==> config.mk <==
export PLATFORM = sky130hd
export DESIGN_NAME = adc_decimator
export DESIGN_NICKNAME = d
export VERILOG_FILES = /design/src/rtl/adc_pkg.sv /design/src/rtl/adc_decimator.sv
export SDC_FILE = /design/constraint.sdc
export NUM_CORES = 1
export LEC_CHECK = 0
export BUFFER_PORTS_ARGS = -buffer_cell sky130_fd_sc_hd__buf_4
export CAP_MARGIN = 25
export CORE_ASPECT_RATIO = 1.2
export CORE_MARGIN = 5
export CORE_UTILIZATION = 60
export DETAILED_ROUTE_END_ITERATION = 6
export GPL_ROUTABILITY_DRIVEN = 0
export PLACE_DENSITY = 0.79
export SYNTH_ARGS = -nofsm -noshare
export SYNTH_HDL_FRONTEND = slang
export SYNTH_SLANG_ARGS = --single-unit
export TNS_END_PERCENT = 30
==> constraint.sdc <==
create_clock -name aclk -period 3.75 [get_ports aclk]
set_input_delay 0.75 -clock aclk [delete_from_list [all_inputs] [get_ports aclk]]
set_output_delay 0.75 -clock aclk [all_outputs]
set_load 0.01 [all_outputs]
==> src/rtl/adc_pkg.sv <==
// rtl/adc_pkg.sv - shared types and helpers for the ADC decimator
package adc_pkg;

  localparam int ADC_AXIS_WIDTH = 32;
  localparam int ADC_DATA_WIDTH = 24;

  typedef enum logic {
    EMPTY = 1'b0,
    ACCUM = 1'b1
  } decim_state_t;

  function automatic logic [3:0] clamp_log2_ratio(input logic [3:0] req,
                                                  input logic [3:0] max_r);
    return (req > max_r) ? max_r : req;
  endfunction

endpackage

==> src/rtl/adc_decimator.sv <==
// rtl/adc_decimator.sv - power-of-two boxcar decimator on an AXI-Stream sample path
// Define ADC_DECIM_ROUND_EN for round-half-up results instead of truncation.
module adc_decimator
  import adc_pkg::*;
#(
  parameter int DATA_WIDTH     = ADC_DATA_WIDTH,
  parameter int MAX_LOG2_RATIO = 8
) (
  input  logic                      aclk,
  input  logic                      areset,
  input  logic [3:0]                log2_ratio,
  input  logic                      flush,
  input  logic [ADC_AXIS_WIDTH-1:0] s_axis_tdata,
  input  logic                      s_axis_tvalid,
  output logic                      s_axis_tready,
  output logic [ADC_AXIS_WIDTH-1:0] m_axis_tdata,
  output logic                      m_axis_tvalid,
  input  logic                      m_axis_tready,
  output logic [15:0]               blocks_out
);

`ifdef ADC_DECIM_ROUND_EN
  localparam int ACC_W = DATA_WIDTH + MAX_LOG2_RATIO + 1;
`else
  localparam int ACC_W = DATA_WIDTH + MAX_LOG2_RATIO;
`endif
  localparam int         CNT_W = MAX_LOG2_RATIO + 1;
  localparam logic [3:0] MAX_R = 4'(MAX_LOG2_RATIO);

  decim_state_t               state_q, state_d;
  logic signed [ACC_W-1:0]    acc_q, acc_d;
  logic [CNT_W-1:0]           cnt_q, cnt_d;
  logic [3:0]                 r_cur_q, r_cur_d;
  logic                       tvalid_q, tvalid_d;
  logic [ADC_AXIS_WIDTH-1:0]  tdata_q, tdata_d;
  logic [15:0]                blocks_q, blocks_d;

  logic                       accept;
  logic [3:0]                 r_use;
  logic signed [ACC_W-1:0]    sample_ext;
  logic signed [ACC_W-1:0]    acc_sum;
  logic signed [ACC_W-1:0]    rounded;
  logic signed [ACC_W-1:0]    shifted;
  logic [CNT_W-1:0]           cnt_sum;
  logic [CNT_W-1:0]           target;
  logic                       block_done;
  logic [ADC_AXIS_WIDTH-1:0]  result;
  logic                       unused_bits;

  assign s_axis_tready = !tvalid_q || m_axis_tready;
  assign accept        = s_axis_tvalid && s_axis_tready;

  assign m_axis_tvalid = tvalid_q;
  assign m_axis_tdata  = tdata_q;
  assign blocks_out    = blocks_q;

  assign unused_bits = ^{s_axis_tdata[ADC_AXIS_WIDTH-1:DATA_WIDTH],
                         shifted[ACC_W-1:DATA_WIDTH]};

  // Datapath for the sample being accepted this cycle; r_cur is only sampled on a block's first sample.
  always_comb begin
    sample_ext = {{(ACC_W-DATA_WIDTH){s_axis_tdata[DATA_WIDTH-1]}},
                  s_axis_tdata[DATA_WIDTH-1:0]};
    if (state_q == EMPTY) begin
      r_use   = clamp_log2_ratio(log2_ratio, MAX_R);
      acc_sum = sample_ext;
      cnt_sum = CNT_W'(1);
    end else begin
      r_use   = r_cur_q;
      acc_sum = acc_q + sample_ext;
      cnt_sum = cnt_q + CNT_W'(1);
    end
    target     = CNT_W'(1) << r_use;
    block_done = (cnt_sum == target);
`ifdef ADC_DECIM_ROUND_EN
    if (r_use == 4'd0) begin
      rounded = acc_sum;
    end else begin
      rounded = acc_sum + (ACC_W'(1) << (r_use - 4'd1));
    end
`else
    rounded = acc_sum;
`endif
    shifted = rounded >>> r_use;
    result  = {{(ADC_AXIS_WIDTH-DATA_WIDTH){shifted[DATA_WIDTH-1]}},
               shifted[DATA_WIDTH-1:0]};
  end

  always_comb begin
    state_d  = state_q;
    acc_d    = acc_q;
    cnt_d    = cnt_q;
    r_cur_d  = r_cur_q;
    tvalid_d = tvalid_q;
    tdata_d  = tdata_q;
    blocks_d = blocks_q;

    if (m_axis_tready) begin
      tvalid_d = 1'b0;
    end

    // Flush wins over a same-cycle accept; the output register is left alone.
    if (flush) begin
      state_d = EMPTY;
      acc_d   = '0;
      cnt_d   = '0;
    end else if (accept) begin
      r_cur_d = r_use;
      if (block_done) begin
        state_d  = EMPTY;
        acc_d    = '0;
        cnt_d    = '0;
        tvalid_d = 1'b1;
        tdata_d  = result;
        blocks_d = blocks_q + 16'd1;
      end else begin
        state_d = ACCUM;
        acc_d   = acc_sum;
        cnt_d   = cnt_sum;
      end
    end
  end

  always_ff @(posedge aclk or posedge areset) begin
    if (areset) begin
      state_q  <= EMPTY;
      acc_q    <= '0;
      cnt_q    <= '0;
      r_cur_q  <= '0;
      tvalid_q <= 1'b0;
      tdata_q  <= '0;
      blocks_q <= '0;
    end else begin
      state_q  <= state_d;
      acc_q    <= acc_d;
      cnt_q    <= cnt_d;
      r_cur_q  <= r_cur_d;
      tvalid_q <= tvalid_d;
      tdata_q  <= tdata_d;
      blocks_q <= blocks_d;
    end
  end

endmodule
==> results.tsv, run 1 <==
metric	value	unit
CTS buffer count	9	
Seq. cell area	2178	µm²
Cells after Synth	1020	
vias in the first global route	8376	
normalized max-slew margin	57.17	%
Final min period	3.626	ns
final max-slew violation count	0	
Final #Nets	1256	
IO Port Bufs	82	
outcome	finished clean	
Layout Area Growth over Synthesis	24.17	%
Final Skew	0.007571	ns
Die Ht	135.4	µm
Clock power frac	18.9	%
combinational share of power	53.0	%
Post-route DRC	0	
Peak VDD IR	0.3607	mV
Die X	114.5	µm
worst hold path type	input port to asynchronous set/reset pin	
CP Data Arrival Time	3.92	ns
maxcap violations	0	
Critical R2R Launch	acc_q[16]	
die area	15500	µm²
switching share of power	42.49	%
root buffer cell	clkbuf_16	
largest net degree at the start of global routing	35	
WS Path Type	input port to register	
drt first pass iters	6	
Most used DFF post-synth	dfrtp_1	
final worst-path cycle share	96.68	%
number of inserted diodes	0	
fillcell total	1009	
drt first-iter violations	988	
FF+latch count, synth	87	
worst skew pair latency	0.36	ns
crit path max fanout	5	
internal power	2.693	mW
global-route wire length before repair	41500	µm
cts hold-fix bufs	0	
hold slack	0.3899	ns
Sequential Power Share	28.1	%
Mapped Area	7863	µm²
reg2reg setup slack	0.20	ns
Synthesis Warnings	0	
share of cells above drive strength 1	23.10	%
CP endpoint kind	register	
Cell Area, Placed	9430	µm²
number of distinct library cells after synthesis	73	
syn nets	1095	
CTS tree	built	
GRT overflow	0	
FF-to-FF path depth	11	
fmax	275.8	MHz
Routed Wire Length	25990	µm
PwrDens	479.6	nW/µm²
Global Route Usage Sum	33.00	%
num ports	91	
fin area	9763	µm²
total power draw	4.682	mW
area of the core	12780	µm²
Sw Pwr	1.990	mW
via count	8938	
CTS max path bufs	2	
Synth async-reset ratio	100.0	%
Vias/cell	6.621	
CP required	4.04	ns
CTS Sinks	87	
Core Rows	45	
H-Tree Depth	3	
Final Setup Violations	0	
clk slew on worst S/H paths	0.07	ns
dpl hpwl	19890	µm
worst r2r dst	m_axis_tdata[12]	
Wirelength per Cell	19.25	µm
Worst-Margin Slew	0.6411	ns
Worst Setup Start Kind	input port	
leakage power	4.451	nW
number of synthesized flops with an enable pin	0	
Final Hold Viols	0	
setup TNS	0	ns
initial antenna violation count	0	
post-synthesis sequential area ratio	27.69	%
post-route ant nets	0	
initial core utilization	61.52	%
Avg Cell Area, Syn	7.708	µm²
multi-input logic area	5385	µm²
-- cell usage after synthesis, types with 7 or more instances --
cell type,count,share of area [%]
xor2_1,15,1.7
nand4_1,19,1.5
xnor2_1,19,2.1
mux2_2,8,1.1
dfrtp_1,87,28
o21ai_0,70,4.5
nor2b_1,9,0.72
or3_1,8,0.64
nand2b_1,11,0.88
o211ai_1,24,2.3
nand3_1,35,2.2
a31oi_1,14,1.1
and3_1,14,1.1
buf_1,10,0.48
and2_1,14,1.1
nor3_1,32,2.0
a21o_1,14,1.3
o21a_1,7,0.67
mux2i_1,44,5.6
o31ai_1,7,0.67
a22o_1,11,1.2
inv_1,13,0.62
a211oi_1,24,2.3
clkbuf_1,33,1.6
a21oi_1,74,4.7
a221o_1,7,0.89
buf_2,18,1.1
buf_4,9,0.86
nor2_1,75,3.6
ha_1,33,5.3
a221oi_1,7,0.78
nand2_1,170,8.1
-- worst max path at each step --
stage / start / endpoint / cells after the start
after floorplan: s_axis_tdata[11] / m_axis_tdata[19] / 12
after global placement: s_axis_tdata[4] / m_axis_tdata[19] / 14
after detailed placement: s_axis_tdata[4] / m_axis_tdata[19] / 14
after CTS: s_axis_tdata[4] / m_axis_tdata[19] / 14
after global routing: s_axis_tdata[0] / m_axis_tdata[12] / 14
final: s_axis_tdata[17] / m_axis_tdata[12] / 13
-- area by class of cell --
cell class / count / area share, %
Sequential cell: 87 / 22.31
Clock buffer: 9 / 2.307
Timing Repair Buffer: 220 / 17.04
Multi-Input combinational cell: 850 / 55.16
Clock inverter: 7 / 0.5639
Inverter: 13 / 0.5126
Tap cell: 164 / 2.102
-- sequential cells by signal, summed over array words and instances, names as in the netlist --
name           count
acc_q             32
state_q            1
r_cur_q            4
blocks_out        16
m_axis_tvalid      1
cnt_q              9
m_axis_tdata      24
-- critical path, cell delays in order --
cell and delay (ns):
buf_4 0.12, ha_1 0.34, and4_1 0.25, nand3_1 0.11, or3_1 0.34, o221ai_2 0.27, a21oi_1 0.13, xnor2_1 0.53
a221oi_1 0.25, o32ai_1 0.49, buf_4 0.20, nand2_1 0.05, nand2_1 0.08
-- cell families (layout without fill, tap and decap cells) --
logic type	count (synthesis)	count (layout)	share of synthesized area [%]
adders and majority gates	34	34	5.506
xor gates and xnor gates	34	34	3.787
buffers and inverters	83	249	4.679
and+or+nand+nor	412	412	24.32
muxes	54	54	7.209
DFF	87	87	27.69
AOI/OAI and AO/OA	316	316	26.81
-- cells in the final DEF, fill, tap and decap left out, types with 4 or more instances in the layout --
cell        count
mux2_2          8
o21a_1          7
dfrtp_1        86
o31ai_1         7
o221ai_1        6
o22ai_1         4
nor4_1          5
nand3_1        35
a21oi_1        71
nor2b_1         9
a211oi_1       23
and2_1         14
or2_2           6
nor3_1         31
inv_1          12
xnor2_1        19
nand2_1       170
o311ai_0        5
ha_1           33
a31oi_1        13
a221o_1         7
buf_4         219
o211ai_1       24
a22oi_1         6
nand2b_1       11
and3_1         14
a221oi_1        5
nand4_1        19
or3_1           8
a21o_1         14
clkbuf_16       9
mux2i_1        44
o21ai_0        70
clkinvlp_4      4
a22o_1         11
xor2_1         14
nor2_1         75
-- layer usage --
layer  global-route usage (%)  vias to the layer above  part of all wire (%)
met2                    54.56                      554                    46
met3                    3.709                      119                   9.6
met4                    17.29                        0                   5.1
li1                         -                     4104                     -
met5                        0                        -                     0
met1                    42.16                     4161                    39
-- what timing repair did --
| action | CTS | global route |
|---|---|---|
| setup endpoints to repair | 0 | 9 |
| resized for setup | 0 | 10 |
| buffers inserted | 0 | 0 |
| endpoints found under the hold margin | 0 | 0 |
-- through the flow --
step                      cells  worst slack, ns  util, %
after floorplan            1020           0.3280        -
after global placement     1334          -0.1957    73.78
after detailed placement   1334          -0.2003    73.78
after CTS                  1350           0.1464    75.98
after global routing       1350         -0.02148    76.39
final                      1350           0.1245    76.39
-- power by group through the flow --
stage | logic, mW | clock network, mW | registers [mW]
CTS | 2.42 | 0.889 | 1.31
global placement | 2.34 | 0 | 1.31
global route | 2.67 | 0.927 | 1.34
detailed placement | 2.40 | 0 | 1.33
floorplan | 1.39 | 0 | 1.34
finish | 2.48 | 0.885 | 1.32
(Power assumes the default switching activity.)
==> run 2, diff against run 1 <==
Clock period 3.75 ns to 4 ns, I/O delays scaled along.
==> run 2 against run 1 <==
Power shrank 8.2%. Largest power group unchanged. Clock-buffer cell count stayed put. Largest cell class unchanged. Highest routed layer unchanged. Die area unchanged.
==> results.tsv, run 2 (synthesized netlist as in run 1, its figures left out) <==
metric	value	unit	change
share of cells above drive strength 1	18.42	%	-4.7 points
critical path's top delay family	compound AO/OA/AOI/OAI gates		
RSZ-0062 raised after global routing	false		
FF-to-FF path depth	13		+2
Die X	114.5	µm	unchanged
num ports	91		unchanged
PwrDens	461.1	nW/µm²	-3.8%
crit path max fanout	9		+4
die area	15500	µm²	unchanged
initial core utilization	61.52	%	unchanged
drt first-iter violations	827		-16%
Final Skew	0.007094	ns	-0.0004776 ns
Critical R2R Launch	state_q		
final max-slew violation count	0		unchanged
Routed Wire Length	24650	µm	-5.1%
CP endpoint kind	register		
most common cell after layout, fill and taps aside	nand2_1		
CTS tree	built		
Final min period	3.742	ns	
maxcap violations	0		unchanged
Resized Gates After CTS	0		unchanged
Layout Area Growth over Synthesis	18.49	%	
number of inserted diodes	0		unchanged
Final Hold Viols	0		unchanged
CTS Sinks	87		unchanged
cts hold-fix bufs	0		unchanged
initial antenna violation count	0		unchanged
root buffer cell	clkbuf_16		
Core Util, Final	72.89	%	-3.5 points
max reg flops	32		unchanged
drt first pass iters	6		unchanged
crit-path cells	buf_4 -> ha_1 -> a211oi_1 -> o211ai_1 -> a21boi_0 -> nand3_1 -> xor2_1 -> nor2_1 -> or4b_1 -> a21oi_1 -> a211oi_1 -> o21ai_0		
vias in the first global route	8027		-4.2%
CP required	4.25	ns	+0.21 ns
H-Tree Depth	3		unchanged
Wirelength per Cell	19.06	µm	-0.97%
Slowest-stage cell, CP	or4b_1		
Worst-Margin Slew	0.6071	ns	-0.03398 ns
Post-route DRC	0		unchanged
Core Rows	45		unchanged
Crit path top cell by count	a211oi_1		
Peak VDD IR	0.3199	mV	-11%
worst skew pair latency	0.36	ns	about the same
worst r2r dst	blocks_out[12]		
Vias/cell	6.576		-0.67%
most frequent cells in the layout	170 x nand2_1, 162 x buf_4, 86 x dfrtp_1		
leakage power	4.200	nW	-5.6%
IO Port Bufs	82		unchanged
CP Data Arrival Time	3.99	ns	+0.07 ns
Largest Register	acc_q		
fmax	267.2	MHz	
hold slack	0.3637	ns	-0.02621 ns
dpl hpwl	18880	µm	-5.1%
WS Path Type	input port to register		
normalized max-slew margin	59.01	%	+1.8 points
Final #Nets	1199		-4.5%
slowest stage delay, CP	0.56	ns	+0.03 ns
post-CTS setup buffers	0		unchanged
Global Route Usage Sum	31.74	%	-1.3 points
clk slew on worst S/H paths	0.07	ns	about the same
WP buf/inv	1		-1
post-route ant nets	0		unchanged
reg2reg setup slack	0.26	ns	+0.06 ns
Final Setup Violations	0		unchanged
setup TNS	0	ns	unchanged
global-route wire length before repair	40010	µm	-3.6%
Worst Setup Start Kind	input port		
Die Ht	135.4	µm	unchanged
GRT overflow	0		unchanged
final worst-path cycle share	93.56	%	
worst hold path type	input port to asynchronous set/reset pin		
outcome	finished clean		
via count	8503		-4.9%
CTS buffer count	9		unchanged
largest net degree at the start of global routing	49		+40%
CTS max path bufs	2		unchanged
area of the core	12780	µm²	unchanged
## run 2: worst register-to-register path, stage by stage (launching register included)
cell	delay (ns)
dfrtp_2	0.70
nor2_1	0.22
buf_4	0.20
a21o_1	0.20
buf_4	0.25
nor2_1	0.22
nand4_1	0.11
and3_1	0.17
nor4_2	0.39
and2_1	0.31
buf_4	0.25
nand3_1	0.24
nor2_1	0.22
xor2_1	0.18
## run 2: through the flow
step | power [mW] | area, µm² | setup slack [ns] | cells
after floorplan | 2.558 | 7863 | 0.5280 | 1020
after global placement | 3.315 | 8982 | 0.05101 | 1276
after detailed placement | 3.371 | 8982 | 0.006660 | 1276
after CTS | 4.263 | 9289 | 0.3372 | 1292
after global routing | 4.563 | 9316 | 0.07150 | 1293
final | 4.296 | 9316 | 0.2575 | 1293
## run 2: how the worst max path moves through the flow
| stage | startpoint | to | slack (ns) | depth (start not counted) |
|---|---|---|---|---|
| 3_5_place_dp | s_axis_tdata[0] | m_axis_tdata[19] | 0.007 | 13 |
| 6_report | s_axis_tdata[17] | m_axis_tdata[14] | 0.26 | 12 |
| 3_3_place_gp | s_axis_tdata[0] | m_axis_tdata[19] | 0.05 | 13 |
| 5_1_grt | s_axis_tdata[16] | m_axis_tdata[12] | 0.07 | 14 |
| 4_1_cts | state_q | blocks_out[12] | 0.34 | 13 |
| 2_1_floorplan | s_axis_tdata[11] | m_axis_tdata[19] | 0.53 | 12 |
## run 2: power breakdown
group | switching, mW | internal (mW)
Clock | 0.393 | 0.493
Sequential | 0.163 | 1.07
Combinational | 1.25 | 0.934
## run 2: final cells by class
type                       instances  area (µm²)
clock buffer                       9       225.2
inverter                          13       50.05
clock inverter                     7       81.33
multi-input combinational        850        5333
tap                              164       205.2
sequential                        87        2178
timing repair buffer             163        1244
fill                            1061        3465
## run 2: per-layer routing
metal	part of all wire, %	track usage (%)	vias up
met3	7.4	4.111	83
li1	-	-	4007
met4	4.5	15.84	0
met5	0	0	-
met2	46	51.36	405
met1	42	41.52	4008
==> run 3, diff against run 2 <==
Settings changed: GPL_TIMING_DRIVEN set to 0, REMOVE_ABC_BUFFERS set to 1.
==> run 3 against run 2 <==
Register-to-register slack gained 0.02 ns. Maximum frequency shrank 4.0%. Critical path depth is the same.
==> results.tsv, run 3 (synthesized netlist as in run 1, its figures left out) <==
metric	value	unit	change
Final Setup Violations	0		unchanged
drt first pass iters	6		unchanged
Wirelength per Cell	21.13	µm	+11%
Worst-Margin Slew	1.314	ns	+0.7070 ns
PwrDens	475.2	nW/µm²	+3.1%
Routed Wire Length	25950	µm	+5.3%
internal power	2.495	mW	about the same
setup TNS	0	ns	unchanged
dpl hpwl	18840	µm	-0.20%
CTS buffer count	9		unchanged
final worst-path cycle share	97.47	%	+3.9 points
cts hold-fix bufs	0		unchanged
WS Path Type	input port to register		
Vias/cell	6.834		+3.9%
post-route insts no fill	1228		-5.0%
outcome	finished clean		
area of the core	12780	µm²	unchanged
share of cells above drive strength 1	15.32	%	-3.1 points
global-route wire length before repair	41720	µm	+4.3%
setup ws final	0.1012	ns	-0.1563 ns
initial antenna violation count	0		unchanged
combinational share of power	49.3	%	-1.5 points
drt first-iter violations	951		+15%
die area	15500	µm²	unchanged
Final min period	3.899	ns	+0.1563 ns
via count	8392		-1.3%
max reg flops	32		unchanged
worst hold path type	input port to asynchronous set/reset pin		
Global Route Usage Sum	33.26	%	+1.5 points
final max-slew violation count	0		unchanged
Die X	114.5	µm	unchanged
H-Tree Depth	3		unchanged
fmax	256.5	MHz	-4.0%
CP required	4.24	ns	about the same
crit path max fanout	8		-1
Die Ht	135.4	µm	unchanged
CP Data Arrival Time	4.14	ns	+0.15 ns
total power draw	4.345	mW	+1.1%
number of inserted diodes	0		unchanged
clk slew on worst S/H paths	0.07	ns	about the same
GRT overflow	0		unchanged
num ports	91		unchanged
CP endpoint kind	register		
worst skew pair latency	0.36	ns	about the same
Largest Register	acc_q		
post-route ant nets	0		unchanged
CTS max path bufs	2		unchanged
initial core utilization	61.52	%	unchanged
most frequent cells in the layout	169 x nand2_1, 86 x dfrtp_1, 84 x buf_4		
Clock power frac	22.0	%	+1.4 points
root buffer cell	clkbuf_16		
Sw Pwr	1.850	mW	+2.6%
Layout Area Growth over Synthesis	16.28	%	
most common cell after layout, fill and taps aside	nand2_1		
Sequential Power Share	28.8	%	+0.2 points
pre-CTS setup slack	-1.275	ns	-1.282 ns
switching share of power	42.58	%	+0.60 points
Final Hold Viols	0		unchanged
Worst Setup Start Kind	input port		
hold slack	0.4500	ns	+0.08631 ns
leakage power	3.969	nW	-5.5%
maxcap violations	0		unchanged
vias in the first global route	8189		+2.0%
Final Skew	0.01248	ns	+0.005391 ns
IO Port Bufs	82		unchanged
CTS Sinks	87		unchanged
Final #Nets	1134		-5.4%
Post-route DRC	0		unchanged
largest net degree at the start of global routing	60		+22%
normalized max-slew margin	12.40	%	-47 points
Peak VDD IR	0.3208	mV	+0.27%
# placed instances	1206		-5.5%
Core Rows	45		unchanged
fillcell total	1074		+1.2%
CTS tree	built		
-- run 3: changes by cell type in the layout (fill, tap and decap cells not counted), moves of 3 or more --
cell        previous run  this run
buf_16                 1         7
buf_4                162        84
buf_8                  0         3
clkinv_4               3         0
clkinvlp_4             0         3
ha_1                  33        30
ha_2                   0         3
nor2_1                75        72
-- run 3: worst paths after layout --
| path | startpoint | endpoint | slack [ns] | depth (start not counted) |
|---|---|---|---|---|
| worst max-delay path | s_axis_tdata[7] | m_axis_tdata[20] | 0.10 | 12 |
| worst min-delay path | areset | blocks_out[13] | 0.45 | 2 |
| worst max register to register | state_q | blocks_out[11] | 0.28 | 11 |
| worst min register to register | blocks_out[15] | blocks_out[15] | 0.47 | 1 |
| max in group asynchronous | areset | state_q | 2.87 | 3 |
| min in group aclk | blocks_out[15] | blocks_out[15] | 0.47 | 1 |
-- run 3: timing repair --
action,CTS,global route
buffers inserted,2,2
gates resized for setup,10,23
setup endpoints to repair,83,38
cloned,1,1
pin swaps,1,2
-- run 3: worst max-delay path, stage by stage --
cell and delay [ns]:
buf_4 0.11, ha_1 0.37, a21oi_1 0.30, o21ai_1 0.31, o211a_1 0.32, or4_1 0.52
nand2_1 0.18, o221ai_1 0.15, a221oi_1 0.52, o32ai_2 0.24, a21oi_1 0.22, a21oi_1 0.09
-- run 3: power groups by stage --
stage          combinational (mW)  clock [mW]  sequential, mW
6_report                     2.14       0.955            1.25
4_1_cts                      2.05       0.959            1.24
5_1_grt                      2.31       0.993            1.27
3_3_place_gp                 1.90           0            1.27
2_1_floorplan                1.16           0            1.31
3_5_place_dp                 2.01           0            1.26
-- run 3: final cells by class --
cell class	instances	area (µm²)	share of cell area (%)
Multi-Input combinational cell	852	5480	59.94
Sequential cell	87	2181	23.85
Timing Repair Buffer	96	899.6	9.840
Clock buffer	10	229.0	2.504
Tap cell	164	205.2	2.244
Clock inverter	6	92.59	1.013
Inverter	13	55.05	0.6022
-- run 3: metrics by stage --
stage | area (µm²) | util [%]
after floorplan | 7543 | -
after global placement | 8364 | 65.44
after detailed placement | 8626 | 67.49
after CTS | 9009 | 70.48
after global routing | 9143 | 71.53
final | 9143 | 71.53
-- run 3: metal layers --
| metal | track usage [%] | share of wire (%) | vias to the layer above |
|---|---|---|---|
| li1 | - | - | 3874 |
| met1 | 41.54 | 39 | 3970 |
| met2 | 55.57 | 48 | 433 |
| met3 | 4.334 | 7.9 | 115 |
| met4 | 17.56 | 5.3 | 0 |
| met5 | 0 | 0 | - |
